--- src/rtl/shift_window_ctrl.sv ---
// shift_window_ctrl: arbitrates a fifo_shift window register between an RX byte
// stream, a full-window batch loader and a TX drain. It tracks how many words
// are in the window and serialises the window to TX, oldest word first.
module shift_window_ctrl #(
  parameter int DATA_SIZE  = 8,
  parameter int ADDR_SPACE = 4,
  parameter int CNT_W      = 3
) (
  input  logic                            clk,
  input  logic                            reset,
  input  logic                            rx_valid,
  input  logic [DATA_SIZE-1:0]            rx_data,
  output logic                            rx_ready,
  input  logic                            batch_req,
  input  logic [DATA_SIZE*ADDR_SPACE-1:0] batch_data,
  output logic                            batch_ack,
  input  logic                            drain_req,
  output logic                            drain_ack,
  output logic                            tx_valid,
  output logic [DATA_SIZE-1:0]            tx_data,
  input  logic                            tx_ready,
  output logic                            sr_write,
  output logic [DATA_SIZE-1:0]            sr_write_data,
  output logic                            sr_batch,
  output logic [DATA_SIZE*ADDR_SPACE-1:0] sr_batch_data,
  input  logic [DATA_SIZE-1:0]            sr_last,
  output logic [CNT_W-1:0]                fill_count,
  output logic                            window_full,
  output logic                            busy
);

  localparam logic [2:0] S_IDLE      = 3'd0;
  localparam logic [2:0] S_BATCH     = 3'd1;
  localparam logic [2:0] S_DR_LOAD   = 3'd2;
  localparam logic [2:0] S_DR_WAIT   = 3'd3;
  localparam logic [2:0] S_DR_SHIFT  = 3'd4;
  localparam logic [2:0] S_DR_SETTLE = 3'd5;

  localparam logic [CNT_W-1:0] FULL = CNT_W'(ADDR_SPACE);

  // Fill level saturates at the window depth; older words fall off the top.
  function automatic logic [CNT_W-1:0] sat_inc(input logic [CNT_W-1:0] v);
    return (v == FULL) ? FULL : v + CNT_W'(1);
  endfunction

  logic [2:0]                      state_q, state_d;
  logic [CNT_W-1:0]                remaining_q, remaining_d;
  logic [CNT_W-1:0]                fill_q, fill_d;
  logic                            tx_valid_q, tx_valid_d;
  logic [DATA_SIZE-1:0]            tx_data_q, tx_data_d;
  logic                            sr_write_q, sr_write_d;
  logic [DATA_SIZE-1:0]            sr_write_data_q, sr_write_data_d;
  logic                            sr_batch_q, sr_batch_d;
  logic [DATA_SIZE*ADDR_SPACE-1:0] sr_batch_data_q, sr_batch_data_d;
  logic                            batch_ack_q, batch_ack_d;
  logic                            drain_ack_q, drain_ack_d;

  // RX is only taken when idle and no higher-priority requester is waiting;
  // gated by reset so every output reads 0 while reset is held.
  assign rx_ready = reset && (state_q == S_IDLE) && !batch_req && !drain_req;

  // Next-state and registered-output logic for the sequencer.
  always_comb begin
    state_d         = state_q;
    remaining_d     = remaining_q;
    fill_d          = fill_q;
    tx_valid_d      = tx_valid_q;
    tx_data_d       = tx_data_q;
    sr_write_d      = 1'b0;
    sr_write_data_d = '0;
    sr_batch_d      = 1'b0;
    sr_batch_data_d = sr_batch_data_q;
    batch_ack_d     = 1'b0;
    drain_ack_d     = 1'b0;
    case (state_q)
      S_IDLE: begin
        if (batch_req) begin
          state_d         = S_BATCH;
          sr_batch_d      = 1'b1;
          sr_batch_data_d = batch_data;
          batch_ack_d     = 1'b1;
          fill_d          = FULL;
        end else if (drain_req) begin
          state_d     = S_DR_LOAD;
          remaining_d = FULL;
        end else if (rx_valid) begin
          sr_write_d      = 1'b1;
          sr_write_data_d = rx_data;
          fill_d          = sat_inc(fill_q);
        end
      end
      S_BATCH: state_d = S_IDLE;
      S_DR_LOAD: begin
        tx_data_d  = sr_last;
        tx_valid_d = 1'b1;
        state_d    = S_DR_WAIT;
      end
      S_DR_WAIT: begin
        if (tx_ready) begin
          tx_valid_d      = 1'b0;
          remaining_d     = remaining_q - CNT_W'(1);
          sr_write_d      = 1'b1;
          sr_write_data_d = '0;
          state_d         = S_DR_SHIFT;
        end
      end
      // Shift pulse is already on sr_write; flag completion if this was the last word.
      S_DR_SHIFT: begin
        drain_ack_d = (remaining_q == '0);
        state_d     = S_DR_SETTLE;
      end
      S_DR_SETTLE: begin
        if (remaining_q != '0) begin
          state_d = S_DR_LOAD;
        end else begin
          fill_d  = '0;
          state_d = S_IDLE;
        end
      end
      default: state_d = S_IDLE;
    endcase
  end

  // State and output registers; reset clears them but not the window itself.
  always_ff @(posedge clk or negedge reset) begin
    if (!reset) begin
      state_q         <= S_IDLE;
      remaining_q     <= '0;
      fill_q          <= '0;
      tx_valid_q      <= 1'b0;
      tx_data_q       <= '0;
      sr_write_q      <= 1'b0;
      sr_write_data_q <= '0;
      sr_batch_q      <= 1'b0;
      sr_batch_data_q <= '0;
      batch_ack_q     <= 1'b0;
      drain_ack_q     <= 1'b0;
    end else begin
      state_q         <= state_d;
      remaining_q     <= remaining_d;
      fill_q          <= fill_d;
      tx_valid_q      <= tx_valid_d;
      tx_data_q       <= tx_data_d;
      sr_write_q      <= sr_write_d;
      sr_write_data_q <= sr_write_data_d;
      sr_batch_q      <= sr_batch_d;
      sr_batch_data_q <= sr_batch_data_d;
      batch_ack_q     <= batch_ack_d;
      drain_ack_q     <= drain_ack_d;
    end
  end

  assign tx_valid      = tx_valid_q;
  assign tx_data       = tx_data_q;
  assign sr_write      = sr_write_q;
  assign sr_write_data = sr_write_data_q;
  assign sr_batch      = sr_batch_q;
  assign sr_batch_data = sr_batch_data_q;
  assign batch_ack     = batch_ack_q;
  assign drain_ack     = drain_ack_q;
  assign fill_count    = fill_q;
  assign window_full   = (fill_q == FULL);
  assign busy          = (state_q != S_IDLE);

endmodule
--- config.mk ---
export PLATFORM = sky130hd
export DESIGN_NAME = shift_window_ctrl
export DESIGN_NICKNAME = d
export VERILOG_FILES = /design/src/rtl/shift_window_ctrl.sv
export SDC_FILE = /design/constraint.sdc
export NUM_CORES = 1
export LEC_CHECK = 0
export CELL_PAD_IN_SITES_DETAIL_PLACEMENT = 0
export CELL_PAD_IN_SITES_GLOBAL_PLACEMENT = 1
export CORE_MARGIN = 4
export CORE_UTILIZATION = 32
export DETAILED_ROUTE_END_ITERATION = 8
export GPL_ROUTABILITY_DRIVEN = 0
export PLACE_DENSITY = 0.87
export SETUP_SLACK_MARGIN = 0.2
export SLEW_MARGIN = 20
export SYNTH_ARGS = -nofsm -noshare
export SYNTH_HDL_FRONTEND = slang
export SYNTH_SLANG_ARGS = --single-unit
--- constraint.sdc ---
create_clock -name clk -period 2.1 [get_ports clk]
set_input_delay 0.21 -clock clk [delete_from_list [all_inputs] [get_ports clk]]
set_output_delay 0.21 -clock clk [all_outputs]
set_load 0.005 [all_outputs]
### Yosys cells after proc, flatten, opt, wreduce, memory -nomap -nowiden

Index checks and enable logic that the tools add are counted.

* flip-flop bits (word level): 61
* bits of input ports: 54
* output and inout port bits: 59
* logic and storage cells: 70

* $add $sub $neg: 2
* eq/ne operators: 12
* mux-type cells: 29
* reduce and logical (&&, ||, !) cells: 17

Operator list (count)
* 2-to-1 mux 3 bit: 11
* 2-to-1 mux 8 bit: 4
* one-hot mux 3 bit (5 select lines): 1
* one-hot mux 3 bit (2 select lines): 2
* equality test 3 bit (second input constant): 3
* inequality test 3 bit (second input constant): 3
* 2-to-1 mux 1 bit: 8
* inequality test 2 bit (second input constant): 4
* AND reduction 4 bit: 2
* equality test 3 x 2 -> 1 bit (second input constant): 2
* logical NOT 3 bit: 2
* AND reduction 2 bit: 3
* nonzero test 2 bit: 3
* nonzero test 3 bit: 2
* one-hot mux 1 bit (2 select lines): 2
* adder 3 x 1 -> 3 bit (second input constant): 1
* logical AND 1 bit: 3
* subtractor 3 x 1 -> 3 bit (second input constant): 1
* logical NOT 1 bit: 2
* 2-to-1 mux 2 bit: 1

### Depth between registers and ports, before layout

Gate-level depths: netlist of run 1.

* depth in word-level cells: 6
* depth in mapped cells: 6

### Worst setup path after synthesis of run 1

OpenSTA, ideal clock, no wires.

* path kind: reg2reg
* start: reg state_q[1]
* end: reg remaining_q[1]
* library setup time: 0.128 ns
* arrival time: 1.517 ns
* required time: 1.972 ns
* setup slack: 0.456 ns
* stages on the path, launching flop included: 5
* path buffers: 1
* period minus slack after synthesis: 1.644 ns
* cells stage by stage: dfrtp_1 -> buf_6 -> or4b_4 -> a21oi_2 -> mux2_1

* longest elaborated chain between the ends: 3
* elaborated cells on any way between the ends: 8

Ends and longest elaborated chain
* start: declaration: RTL line 46 `logic [2:0] state_q, state_d;`
* start signal: assignment: RTL line 139 `state_q <= state_d;`
* equality test 3 x 2 -> 1 bit / logical NOT 3 bit (equally long branches): RTL line 75 `case (state_q)`
* inequality test 2 bit (no line) / nonzero test 2 bit (equally long branches)
* AND reduction 4 bit (no line)
* end signal: assignment: RTL line 140 `remaining_q <= remaining_d;`
* end: declaration: RTL line 47 `logic [CNT_W-1:0] remaining_q, remaining_d;`

Parallel ways exist; a longest one is shown, timed or not.
A chain may end at the register's enable or synchronous reset.

### Final worst setup path of run 1

* start: reg fill_q[0], in the netlist fill_count[0]
* end: out window_full

* longest elaborated chain between the ends: 1

Ends and longest elaborated chain
* start: declaration: RTL line 48 `logic [CNT_W-1:0] fill_q, fill_d;`
* start signal: assignment: RTL line 141 `fill_q <= fill_d;`
* equality test 3 bit: RTL line 162 `assign window_full = (fill_q == FULL);`
* end: declaration: RTL line 28 `output logic window_full,`

Every way passes these cells.

==> implementation parameters, run 1 <==
Parameter                              Value

Worst hold path
  Class of the tightest hold or removal check ... input port to async pin

Worst setup path
  Required time worst endpoint ... about 1900 ps
  Crit Path Max Fanout ... 3
  Signal arrival time at the worst endpoint ... approximately 1600 ps
  Kind of capture point of the worst setup path ... primary output
  Critical setup path kind ... flip-flop to primary output
  Type of origin of the critical path ... flip-flop

Timing
  Total setup violations reported at the end of the flow ... 0
  Worst slew slack as a fraction of its limit ... 0.483
  Final critical-path share of the clock period ... 0.857
  Hold Fails Final Rpt ... 0
  Final Hold Slack ... 76.2 ps
  Max-slew violation count ... 0
  RSZ-0062 raised after global routing ... no
  Max Clock Skew ... between 7 and 8 ps
  Worst Max-Slew Pin Slew ... just under 800 ps
  Highest Clock Rate ... approximately 560 MHz
  Setup tns final ... 0 ps
  Crit path time final ... between 1500 and 2000 ps
  Post-route setup slack ... 300 ps

Drt
  Wire per inst ... between 10 and 15 um
  Count of nets left with antenna violations after detail routing ... 0
  Routed Wire Length ... just under 6000 um
  Via density ... between 4 and 5
  1st-iter DRT viols ... 21
  Total via count in the routed design ... around 1.9k
  Number of DRC violations after detailed routing ... 0
  DR pass1 iterations ... 4

Clock tree
  Clock tree root driver cell ... sky130_fd_sc_hd__clkbuf_8
  Total number of H-tree levels ... 3
  Clk sink count ... 61
  Maximum number of buffers from clock root to sink ... 2
  Total CTS buffers ... 9
  CTS tree ... done
  Worst-skew pair later-pin latency ... 330 ps
  Clk slew on worst S/H paths ... about 70 ps

Power
  Fraction of power consumed by sequential logic ... 0.355
  Pwr per Cell Area ... about 1400 mW/mm^2
  Fraction of power spent switching nets ... 0.292
  Int Pwr ... roughly 3.9 mW
  Share of power burned in the clock network ... 0.206
  Peak supply drop ... between 0.5 and 0.6 mV
  Share of power burned in combinational logic ... 0.439
  Total leakage power ... 1.69 nW
  Net switching power ... around 1.6 mW

Final layout
  Fillers ... 696
  Fin area ... roughly 0.0040 sq mm
  Area delta synth->final ... 57.5%
  Antenna Diode Count ... 0
  Share of cells above drive strength 1 ... 0.167
  Total number of nets in the final design ... roughly 370

Floorplanning
  Area of the die ... around 0.0095 sq mm
  Die height ... a little under 100 um
  Initial Util ... 0.330
  Top Ports ... about 110
  Area of the core ... 0.00777 sq mm
  Chip Width ... slightly below 100 um
  FP Rows ... 32

Yosys
  Syn_nets ... between 200 and 250
  Most frequently used flop master after synthesis ... sky130_fd_sc_hd__dfrtp_1
  Largest cells by area after synthesis ... sky130_fd_sc_hd__dfrtp_1 (60%), sky130_fd_sc_hd__mux2_1 (11%), sky130_fd_sc_hd__mux2_2 (7.5%)
  Part of the Yosys area used for sequential elements ... 0.595
  Post-synth design cell area ... approximately 0.0026 sq mm
  Top cells by count, synth ... sky130_fd_sc_hd__dfrtp_1 (61), sky130_fd_sc_hd__mux2_1 (24), sky130_fd_sc_hd__mux2_2 (17)
  Post-synthesis average cell area ... 13.9 sq um
  Number of enable flip-flop cells after synthesis ... 0
  Cell type with the largest total area after synthesis ... sky130_fd_sc_hd__dfrtp_1
  Share of the synthesized area in the top cell type ... 0.595
  Count of different cell masters after synthesis ... 38
  Synth warnings ... 0
  Synthesized instance count ... around 180
  Proportion of synthesized flip-flops having asynchronous set or reset ... 1.00
  Number of synthesized register bits ... 61
  Count leader, synth ... sky130_fd_sc_hd__dfrtp_1

Place
  Count of buffers inserted at the top-level ports ... approximately 110
  Instance area at placement ... 0.00380 sq mm
  Post-Place Worst Slack ... between 200 and 250 ps
  Placed wire-length estimate after detailed placement ... around 4300 um

Status
  Result of the run ... completed

GRT
  Pin count of the biggest net entering global routing ... 62
  Global-route wire length before repair ... 10000 um
  GRT Resource Usage Total ... 0.130
  Antenna violations before repair ... 0
  Grt ovf ... 0
  Vias in the first global route ... between 1.5k and 2k

Flow run
  Maximum capacitance violations ... 0
## cell type report
cell class | instances | area [sq um] | share of cell area
inverter | 9 | 33.8 | 0.00837
multi-input combinational | 104 | 935 | 0.231
tap | 102 | 128 | 0.0316
clock inverter | 6 | 88.8 | 0.0220
timing repair buffer | 122 | 1200 | 0.298
clock buffer | 9 | 124 | 0.0307
sequential | 61 | 1530 | 0.378
## metal layers
metal | track usage | vias up | routed length [um]
met4 | 0.0351 | 0 | 45
met1 | 0.164 | 931 | 2620
met5 | 0 | - | 0
met3 | 0.0488 | 4 | 428
li1 | - | 889 | -
met2 | 0.210 | 80 | 2840
## power groups by stage
stage / Combinational, mW / Sequential [mW] / Clock [mW]
after detailed placement: 2.40 / 1.99 / 0
after floorplan: 1.04 / 2.00 / 0
final: 2.40 / 1.95 / 1.13
after global placement: 2.36 / 1.96 / 0
after CTS: 2.43 / 1.96 / 1.17
after global routing: 2.62 / 2.02 / 1.22
## metrics by stage
step / power, mW / cells / utilization
global placement: 4.32 / 395 / 0.489
CTS: 5.56 / 411 / 0.517
detailed placement: 4.38 / 395 / 0.489
finish: 5.48 / 413 / 0.520
global route: 5.87 / 413 / 0.520
floorplan: 3.04 / 184 / -
## worst max-delay path, stage by stage, from the launching register on
cell and delay (ps):
sky130_fd_sc_hd__dfrtp_1 400, sky130_fd_sc_hd__inv_1 60, sky130_fd_sc_hd__ha_1 160, sky130_fd_sc_hd__and2_1 140, sky130_fd_sc_hd__clkdlybuf4s50_1 500
## final timing paths
path	startpoint	to	slack (ps)	cells after the start
max	fill_count[0]$_DFFE_PN0P_	window_full	300	4
min in group clk	rx_data[2]	sr_write_data[2]$_DFF_PN0_	430	2
max in group asynchronous	reset	sr_batch_data[9]$_DFFE_PN0P_	1510	2
min	reset	fill_count[1]$_DFFE_PN0P_	80	2
max reg2reg	state_q[1]$_DFFE_PN0P_	remaining_q[1]$_DFFE_PN0P_	330	4
min reg2reg	remaining_q[0]$_DFFE_PN0P_	remaining_q[0]$_DFFE_PN0P_	480	1
## placed cells by master (no fill, tap or decap), drive strengths merged, types with 2 or more instances in the layout
master | netlist | routed
mux2 | 41 | 41
inv | 9 | 9
o211ai | 4 | 4
and2 | 10 | 10
a211oi | 2 | 2
nand2b | 4 | 4
nor3 | 3 | 3
dfrtp | 61 | 61
or3 | 2 | 2
a21oi | 2 | 2
clkdlybuf4s50 | 0 | 110
o22ai | 2 | 2
bufinv | 0 | 2
nor4b | 2 | 2
or2 | 2 | 2
clkinv | 0 | 2
nor2 | 5 | 5
nand3 | 2 | 2
clkinvlp | 0 | 2
buf | 8 | 11
a31oi | 2 | 2
clkbuf | 2 | 9
o21ai | 5 | 5
nand2 | 2 | 2
ha | 4 | 4
## registers in the layout, indices dropped and copies added, names as in the netlist
signal	flops
sr_batch_data	32
fill_count	3
sr_write	1
tx_valid	1
state_q	3
tx_data	8
sr_write_data	8
drain_ack	1
remaining_q	3
batch_ack	1
## logic make-up after synthesis
logic type      Yosys count  share of synthesized area
fa+ha+maj                 4                     0.0195
compound gates           20                     0.0615
flops                    61                      0.595
buf+inv                  19                     0.0425
mux                      42                      0.184
simple gates             38                     0.0971
## what timing repair did
| action | CTS | global route |
|---|---|---|
| buffers inserted | 1 | 2 |
| gates resized for setup | 1 | 1 |
| setup endpoints to repair | 2 | 2 |
| hold buffers | 0 | 0 |
Note: power is estimated with default switching activity, not from simulation.
==> inputs of run 2 (changes only) <==
--- a/config.mk
+++ b/config.mk
@@ -5,6 +5,7 @@
 export SDC_FILE = /design/constraint.sdc
 export NUM_CORES = 1
 export LEC_CHECK = 0
+export ABC_CLOCK_PERIOD_IN_PS = 2100
 export CELL_PAD_IN_SITES_DETAIL_PLACEMENT = 0
 export CELL_PAD_IN_SITES_GLOBAL_PLACEMENT = 1
 export CORE_MARGIN = 4
==> results of run 2 <==
Same layout as run 1: the final DEF is identical, and so are final timing and power.
